[config.mk]
export PLATFORM = sky130hd
export DESIGN_NAME = des_key_sched_seq
export DESIGN_NICKNAME = d
export VERILOG_FILES = /design/src/rtl/des_key_sched_seq.sv
export SDC_FILE = /design/constraint.sdc
export NUM_CORES = 1
export LEC_CHECK = 0
export CAP_MARGIN = 20
export CORE_AREA = 2 2 89 125
export DETAILED_ROUTE_END_ITERATION = 8
export DIE_AREA = 0 0 91 127
export PLACE_DENSITY = 0.84
export SLEW_MARGIN = 5
export SYNTH_ARGS = -nofsm -noshare
export SYNTH_HDL_FRONTEND = slang
export SYNTH_SLANG_ARGS = --single-unit
[constraint.sdc]
create_clock -name i_clk -period 6.2 [get_ports i_clk]
set_input_delay 0.62 -clock i_clk [delete_from_list [all_inputs] [get_ports i_clk]]
set_output_delay 0.62 -clock i_clk [all_outputs]
set_load 0.02 [all_outputs]
[src/rtl/des_key_sched_seq.sv]
// des_key_sched_seq: sequential DES/3DES key scheduler streaming one 48-bit subkey per handshake.
module des_key_sched_seq #(
   parameter int NUM_KEYS = 1
) (
   input  logic                    i_clk,
   input  logic                    i_rst,
   input  logic [64*NUM_KEYS-1:0]  i_key,
   input  logic                    i_decrypt,
   input  logic                    i_valid,
   output logic                    o_ready,
   output logic                    o_sk_valid,
   input  logic                    i_sk_ready,
   output logic [47:0]             o_subkey,
   output logic [3:0]              o_round,
   output logic [1:0]              o_pass,
   output logic                    o_last
);
   if (NUM_KEYS != 1 && NUM_KEYS != 3) begin : g_bad_num_keys
      $error("des_key_sched_seq: NUM_KEYS must be 1 or 3");
   end
   localparam int PC1 [56] = '{57, 49, 41, 33, 25, 17,  9,  1, 58, 50, 42, 34, 26, 18,
                               10,  2, 59, 51, 43, 35, 27, 19, 11,  3, 60, 52, 44, 36,
                               63, 55, 47, 39, 31, 23, 15,  7, 62, 54, 46, 38, 30, 22,
                               14,  6, 61, 53, 45, 37, 29, 21, 13,  5, 28, 20, 12,  4};
   localparam int PC2 [48] = '{14, 17, 11, 24,  1,  5,  3, 28, 15,  6, 21, 10,
                               23, 19, 12,  4, 26,  8, 16,  7, 27, 20, 13,  2,
                               41, 52, 31, 37, 47, 55, 30, 40, 51, 45, 33, 48,
                               44, 49, 39, 56, 34, 53, 46, 42, 50, 36, 29, 32};
   typedef enum logic {IDLE, RUN} state_t;
   state_t                 r_state;
   logic [64*NUM_KEYS-1:0] r_key;
   logic                   r_dec;
   logic                   r_dir;
   logic [55:0]            r_cd;
   logic [3:0]             r_round;
   logic [1:0]             r_pass;
   logic [63:0]            w_keys [3];
   logic [63:0]            w_ld_key;
   logic [3:0]             w_nr;
   logic                   w_two;
   logic [1:0]             w_np;
   logic [1:0]             w_np_idx;
   logic                   w_np_dir;
   logic                   w_last_pass;

   function automatic logic [55:0] pc1(input logic [63:0] k);
      logic [55:0] v;
      for (int i = 0; i < 56; i++) v[6'(55 - i)] = k[6'(64 - PC1[i])];
      return v;
   endfunction

   function automatic logic [47:0] pc2(input logic [55:0] cd);
      logic [47:0] v;
      for (int i = 0; i < 48; i++) v[6'(47 - i)] = cd[6'(56 - PC2[i])];
      return v;
   endfunction

   function automatic logic [27:0] rot(input logic [27:0] h, input logic left, input logic two);
      return left ? (two ? {h[25:0], h[27:26]} : {h[26:0], h[27]})
                  : (two ? {h[1:0], h[27:2]} : {h[0], h[27:1]});
   endfunction

   function automatic logic [55:0] rot_cd(input logic [55:0] cd, input logic left, input logic two);
      return {rot(cd[55:28], left, two), rot(cd[27:0], left, two)};
   endfunction

   // encrypt passes enter round 1 already rotated; decrypt passes start at K16 = PC1 itself
   function automatic logic [55:0] pass_start(input logic [63:0] k, input logic dir);
      return dir ? pc1(k) : rot_cd(pc1(k), 1'b1, 1'b0);
   endfunction

   for (genvar k = 0; k < 3; k++) begin : g_keys
      assign w_keys[k] = r_key[64*(k % NUM_KEYS) +: 64];
   end

   assign w_ld_key    = i_decrypt ? i_key[64*NUM_KEYS-1 -: 64] : i_key[63:0];
   assign w_nr        = r_round + 4'd1;
   assign w_two       = !(w_nr == 4'd1 || w_nr == 4'd8 || w_nr == 4'd15);
   assign w_np        = r_pass + 2'd1;
   assign w_np_idx    = r_dec ? 2'(NUM_KEYS - 2 - int'(r_pass)) : w_np;
   assign w_np_dir    = r_dec ^ (w_np == 2'd1);
   assign w_last_pass = r_pass == 2'(NUM_KEYS - 1);

   always_ff @(posedge i_clk) begin
      if (i_rst) begin
         r_state <= IDLE;
         r_key   <= '0;
         r_dec   <= 1'b0;
         r_dir   <= 1'b0;
         r_cd    <= '0;
         r_round <= '0;
         r_pass  <= '0;
      end else if (r_state == IDLE) begin
         if (i_valid) begin
            r_state <= RUN;
            r_key   <= i_key;
            r_dec   <= i_decrypt;
            r_dir   <= i_decrypt;
            r_cd    <= pass_start(w_ld_key, i_decrypt);
            r_round <= '0;
            r_pass  <= '0;
         end
      end else if (i_sk_ready) begin
         if (r_round != 4'd15) begin
            r_round <= w_nr;
            r_cd    <= rot_cd(r_cd, !r_dir, w_two);
         end else if (!w_last_pass) begin
            r_pass  <= w_np;
            r_round <= '0;
            r_dir   <= w_np_dir;
            r_cd    <= pass_start(w_keys[w_np_idx], w_np_dir);
         end else begin
            r_state <= IDLE;
            r_round <= '0;
            r_pass  <= '0;
         end
      end
   end

   assign o_ready    = r_state == IDLE;
   assign o_sk_valid = r_state == RUN;
   assign o_subkey   = pc2(r_cd);
   assign o_round    = r_round;
   assign o_pass     = r_pass;
   assign o_last     = o_sk_valid && r_round == 4'd15 && w_last_pass;
endmodule

[Yosys cells after proc, flatten, opt, wreduce, memory -nomap -nowiden]
Index checks and enable logic that the tools add are counted.
Widths: inputs -> output; s select.
Storage, ports and cells
  flip-flop bits (word level): 129
  input bits: 69
  output and inout bits: 57
Operators by class
  add/sub/neg operators: 3
  magnitude comparators: 1
  eq/ne operators: 10
  mux-type cells: 36
  bitwise logic cells: 3
  reduce and logical (&&, ||, !) cells: 11
Operator list (number)
  $mux 28: 6
  $mux 56: 3
  $mux 33: 4
  $bmux 64 s2: 1
  $mux 29: 2
  $mux 4: 4
  $eq 4x4->1 const B: 3
  $mux 2: 6
  $mux 1: 10
  $ne 2x2->1 const B: 3
  $reduce_and 3->1: 2
  $add 4x1->4 const B: 1
  $eq 4x1->1 const B: 1
  $ne 4x4->1 const B: 1
  $reduce_and 2->1: 2
  $reduce_and 4->1: 1
  $ge 3x3->1 const B: 1
  $ne 3x2->1 const B: 1
  $not 2->3: 1
  $add 2x1->2 const B: 1
  $eq 2x1->1 const B: 1
  $logic_and 1x1->1: 2
  $logic_not 2->1: 1
  $logic_or 1x1->1: 2
  4 further kinds: 4

[Depth between registers and ports, before layout]
  depth after elaboration: 11
  depth in mapped cells: 11
  depth with buffers taken out: 8

[Least setup slack after synthesis]
Ideal clock, no wire load.
  kind: register -> register
  start: register r_round[1] (netlist: o_round[1])
  end: register r_cd[21]
  arrival: 2.232 ns
  data required time: 6.139 ns
  slack: 3.907 ns
  stages on the path, launching flop included: 11
  path buffers: 3
  clock period less this slack: 2.293 ns
  cell sequence: dfxtp_1 ha_1 buf_6 and3_1 buf_2 nand3_1 inv_1 nor2_2 nor2_2 clkbuf_1 a32o_1
On the way
  word-level cells in the longest chain between the ends: 9
  elaborated cells on any way between the ends: 15
  classes of those cells: add/sub (1); eq/ne (5); mux (6); reduce/logical (3)
Ends and longest elaborated chain
  from (decl): RTL line 35  | logic [3:0] r_round;
  from (signal assigned): RTL line 105  | r_round <= w_nr;
  $add 4x1->4: RTL line 77  | assign w_nr = r_round + 4'd1;
  $eq 4x1->1 or $eq 4x4->1 (tied branches): RTL line 78  | assign w_two = !(w_nr == 4'd1 || w_nr == 4'd8 || w_nr == 4'd15);
  $logic_or 1x1->1 (2 in a row): RTL line 78
  $mux 28 (on tied branches): RTL line 59, 60
  $mux 28: RTL line 59  | return left ? (two ? {h[25:0], h[27:26]} : {h[26:0], h[27]})
  $mux 56: RTL line 104  | if (r_round != 4'd15) begin
  $mux 56: RTL line 103  | end else if (i_sk_ready) begin
  $mux 56: RTL line 93  | end else if (r_state == IDLE) begin
  to (signal assigned): RTL line 99  | r_cd <= pass_start(w_ld_key, i_decrypt);
  to (signal assigned): RTL line 106  | r_cd <= rot_cd(r_cd, !r_dir, w_two);
  to (signal assigned): RTL line 111  | r_cd <= pass_start(w_keys[w_np_idx], w_np_dir);
  to (decl): RTL line 34  | logic [55:0] r_cd;
Parallel ways exist; a longest one is shown, timed or not. The select of a mux whose other input is x is not followed.
A chain may end at the register's enable or synchronous reset.

[Worst setup path after layout]
  start: register r_round[1] (netlist: o_round[1])
  end: register r_cd[16]
Same word-level chain as after synthesis.

==> run_results.csv <==
group,metric,value,unit
logic_synthesis,yosys.area.top_type_share,28.9,%
clocking,cts_buffers,9,
clocking,clock_path_buffers,2,
timing,hold_viol,0,
power,p_clk_share,38.1,%
clocking,htree_levels,3,
global_routing,grt_usage,24.8,%
floorplanning,boundaryPins,126,
power,power_leakage,2.24,nW
timing,max_freq,287,MHz
timing,finalSetupViolations,0,
timing,fin_ws,2.72,ns
critical_path,r2r_cells,8,
timing,maxSlewViolCount,0,
floorplanning,die_w,91,um
logic_synthesis,synth_warnings,0,
floorplanning,core-area,10300,um^2
global_routing,grt_pass1_wl,24100,um
clocking,clockRootBuffer,"clkbuf_16",
power,pwr-share-comb,21.2,%
flow_run,cap_violations,0,
routing,via_per_inst,6.43,
clocking,cts_resized,0,
critical_path,crit_path_top_delay_cell,"o21ai_2",
global_routing,grt_max_degree,86,
critical_path,slowest_delay,0.73,ns
logic_synthesis,synth-edff-count,0,
finish,multiInputGateArea,3370,um^2
logic_synthesis,async_reset_ff_share,0,%
critical_path,required,6.44,ns
min_path,hold_depth,2,
critical_path,worstSetupPathType,"reg -> reg",
power,p_per_area,234,nW/um^2
finish,nets,786,
finish,area_growth,9.44,%
finish,diodes,0,
place,io_buffers,55,
finish,fillers,935,
logic_synthesis,seq_area_frac_synth,28.9,%
place,dp.cells,837,
clocking,cts_sinks,81,
place,gp_congestion,0.936,
power,p_sw_share,29.5,%
timing,tightest_slew,1.00,ns
routing,drtPass1Iterations,5,
critical_path,critPathArrivalTime,3.72,ns
timing,finalSetupTns,0,ns
critical_path,worstPathMaxFanout,57,
floorplanning,rows,44,
finish,ff_latch_area,1620,um^2
critical_path,end_kind,"flip-flop",
power,internal_power,0.00101,W
logic_synthesis,syn-cell-area,5600,um^2
min_path,hp-class,"reg -> reg",
routing,num_vias,5498,
routing,drt-wirelength-per-cell,17.0,um
finish,fin_cells,855,
min_path,holdPathEnd,"r_key[26]",
logic_synthesis,synth-seq-cells,81,
floorplanning,die_height,127,um
critical_path,crit_path_cell_trace,"ha_1 > and2_4 > a21oi_2 > o21ai_2 > or2_4 > a21oi_1 > a221o_1 > a2111oi_2",
timing,rsz0062_at_grt,"false",
finish,final_common_cell,"nand2_1",
critical_path,start_kind,"flip-flop",
logic_synthesis,ys_types,58,
logic_synthesis,yosys.area.top_type,"dfxtp_1",
floorplanning,die_area,11600,um^2
power,seqPwrFrac,40.7,%
clocking,cts_hold_buffers,0,
critical_path,critPathLaunch,"o_round[1]",
power,irDropWorstVdd,0.000240,V
global_routing,antenna_found_initial,0,
global_routing,first_global_vias,5017,
timing,period_share,56.1,%
clocking,cts_tree,"built",
critical_path,reg2reg_slack,2.72,ns
logic_synthesis,postSynthCellCount,729,
global_routing,grt_overflow,0,
critical_path,crit_family,"compound AO/OA/AOI/OAI gates",
clocking,postCtsSetupBuffers,0,
timing,max_slew_margin,33.1,%
logic_synthesis,synthTopCellsByArea,"dfxtp_1 (29%), nand2_1 (8.4%), mux2i_1 (7.0%)",
place,dpl.hpwl,10000,um
routing,finalWirelength,14500,um
critical_path,path_buf_inv,0,
finish,drive_gt1_share,6.56,%
logic_synthesis,synth_flop_cell,"dfxtp_1",
floorplanning,start_util,54.1,%
timing,clock_skew,0.00592,ns
power,p_sw,0.000423,W
clocking,clk_pin_slew_worst_paths,0.06,ns
clocking,worstSkewPairLatency,0.34,ns
routing,ant_nets,0,
run_status,outcome,"finished clean",
min_path,hold_start,"r_key[26]",
critical_path,reg2reg_from,"o_round[1]",
routing,drt_iter0_drc,460,
logic_synthesis,syn_avg_cell_area,7.69,um^2
critical_path,r2r-end,"r_cd[16]",
routing,drc,0,
timing,period_needed,3.48,ns
power,p_total,0.00143,W
place,pre_cts_slack,2.18,ns
finish,final_cell_mix,"nand2_1 (126), dfxtp_1 (80), nand3_1 (62)",
[worst max path at each step]
stage / end / slack [ns] / cells after the start
2_1_floorplan: r_cd[21] / 3.91 / 10
5_1_grt: r_cd[16] / 2.52 / 8
6_report: r_cd[16] / 2.72 / 8
4_1_cts: r_cd[33] / 2.54 / 7
3_5_place_dp: r_cd[33] / 2.18 / 7
3_3_place_gp: r_cd[15] / 2.23 / 7
[worst register-to-register path, stage by stage (launching register included)]
cell	delay (ns)
dfxtp_1	0.43
ha_1	0.35
and2_4	0.19
a21oi_2	0.05
o21ai_2	0.73
or2_4	0.71
a21oi_1	0.17
a221o_1	0.40
a2111oi_2	0.34
[sequential cells by signal, indices dropped and copies added, names as in the netlist]
register and count:
o_sk_valid 1, r_dec 1, o_round 4, o_pass 2
r_key 16, r_cd 56, r_dir 1
[final cells by class]
| class | count | share of cell area [%] |
|---|---|---|
| repair buffers | 62 | 9.96 |
| clock buffers | 14 | 4.47 |
| multi-input cells | 546 | 55.0 |
| clock inverters | 2 | 0.571 |
| inverters | 12 | 0.734 |
| well taps | 138 | 2.82 |
| flip-flops and latches | 81 | 26.5 |
[cell families (layout without fill, tap and decap cells)]
family / count (synthesis) / after routing / synth area share, %
AND/OR/NAND/NOR: 270 / 270 / 22.0
AO/OA/AOI/OAI: 206 / 206 / 27.5
buffers and inverters: 123 / 90 / 12.4
flip-flops: 81 / 81 / 28.9
multiplexers: 40 / 40 / 7.37
adder cells (fa/ha/maj): 5 / 5 / 1.12
XOR/XNOR: 3 / 3 / 0.603
other: 1 / 22 / 0.0669
[power by group through the flow]
stage                     Sequential, W  Combinational [W]  Clock, W
after global routing           0.000585           0.000329  0.000577
after detailed placement       0.000592           0.000295         0
after global placement         0.000591           0.000286         0
after floorplan                0.000580           0.000249         0
final                          0.000583           0.000304  0.000546
after CTS                      0.000581           0.000297  0.000553
[metrics by stage]
| step | hold WS, ns | cell area, um^2 | util (%) |
|---|---|---|---|
| 3_3_place_gp | 0.459 | 5800 | 56.0 |
| 4_1_cts | 0.476 | 6110 | 59.0 |
| 3_5_place_dp | 0.468 | 5800 | 56.0 |
| 2_1_floorplan | 0.448 | 5680 | - |
| 6_report | 0.477 | 6130 | 59.3 |
| 5_1_grt | 0.488 | 6130 | 59.3 |
[synth_stat cells, types with 4 or more instances]
cell / count
a2111oi_0: 10
a2111oi_2: 6
a211o_1: 5
a211oi_1: 11
a21oi_1: 53
a221oi_1: 14
a22o_1: 6
a22oi_1: 5
a311oi_1: 4
a32o_1: 30
and2_1: 8
buf_2: 16
buf_4: 49
buf_6: 4
clkbuf_1: 40
dfxtp_1: 81
ha_1: 5
inv_1: 12
mux2i_1: 39
nand2_1: 126
nand2b_1: 5
nand3_1: 62
nor2_1: 38
nor2b_1: 7
nor4_2: 4
o211ai_1: 4
o21a_1: 4
o21ai_0: 25
o21ai_1: 5
o221ai_1: 4
o41ai_1: 4
[routing by layer]
metal,vias up,wire length [um],track usage (%)
met5,-,0,0
met4,0,779,16.0
met3,59,906,3.18
met2,287,7160,41.4
met1,2578,5700,30.2
li1,2574,-,-
Power figures use the tool's default switching activity.
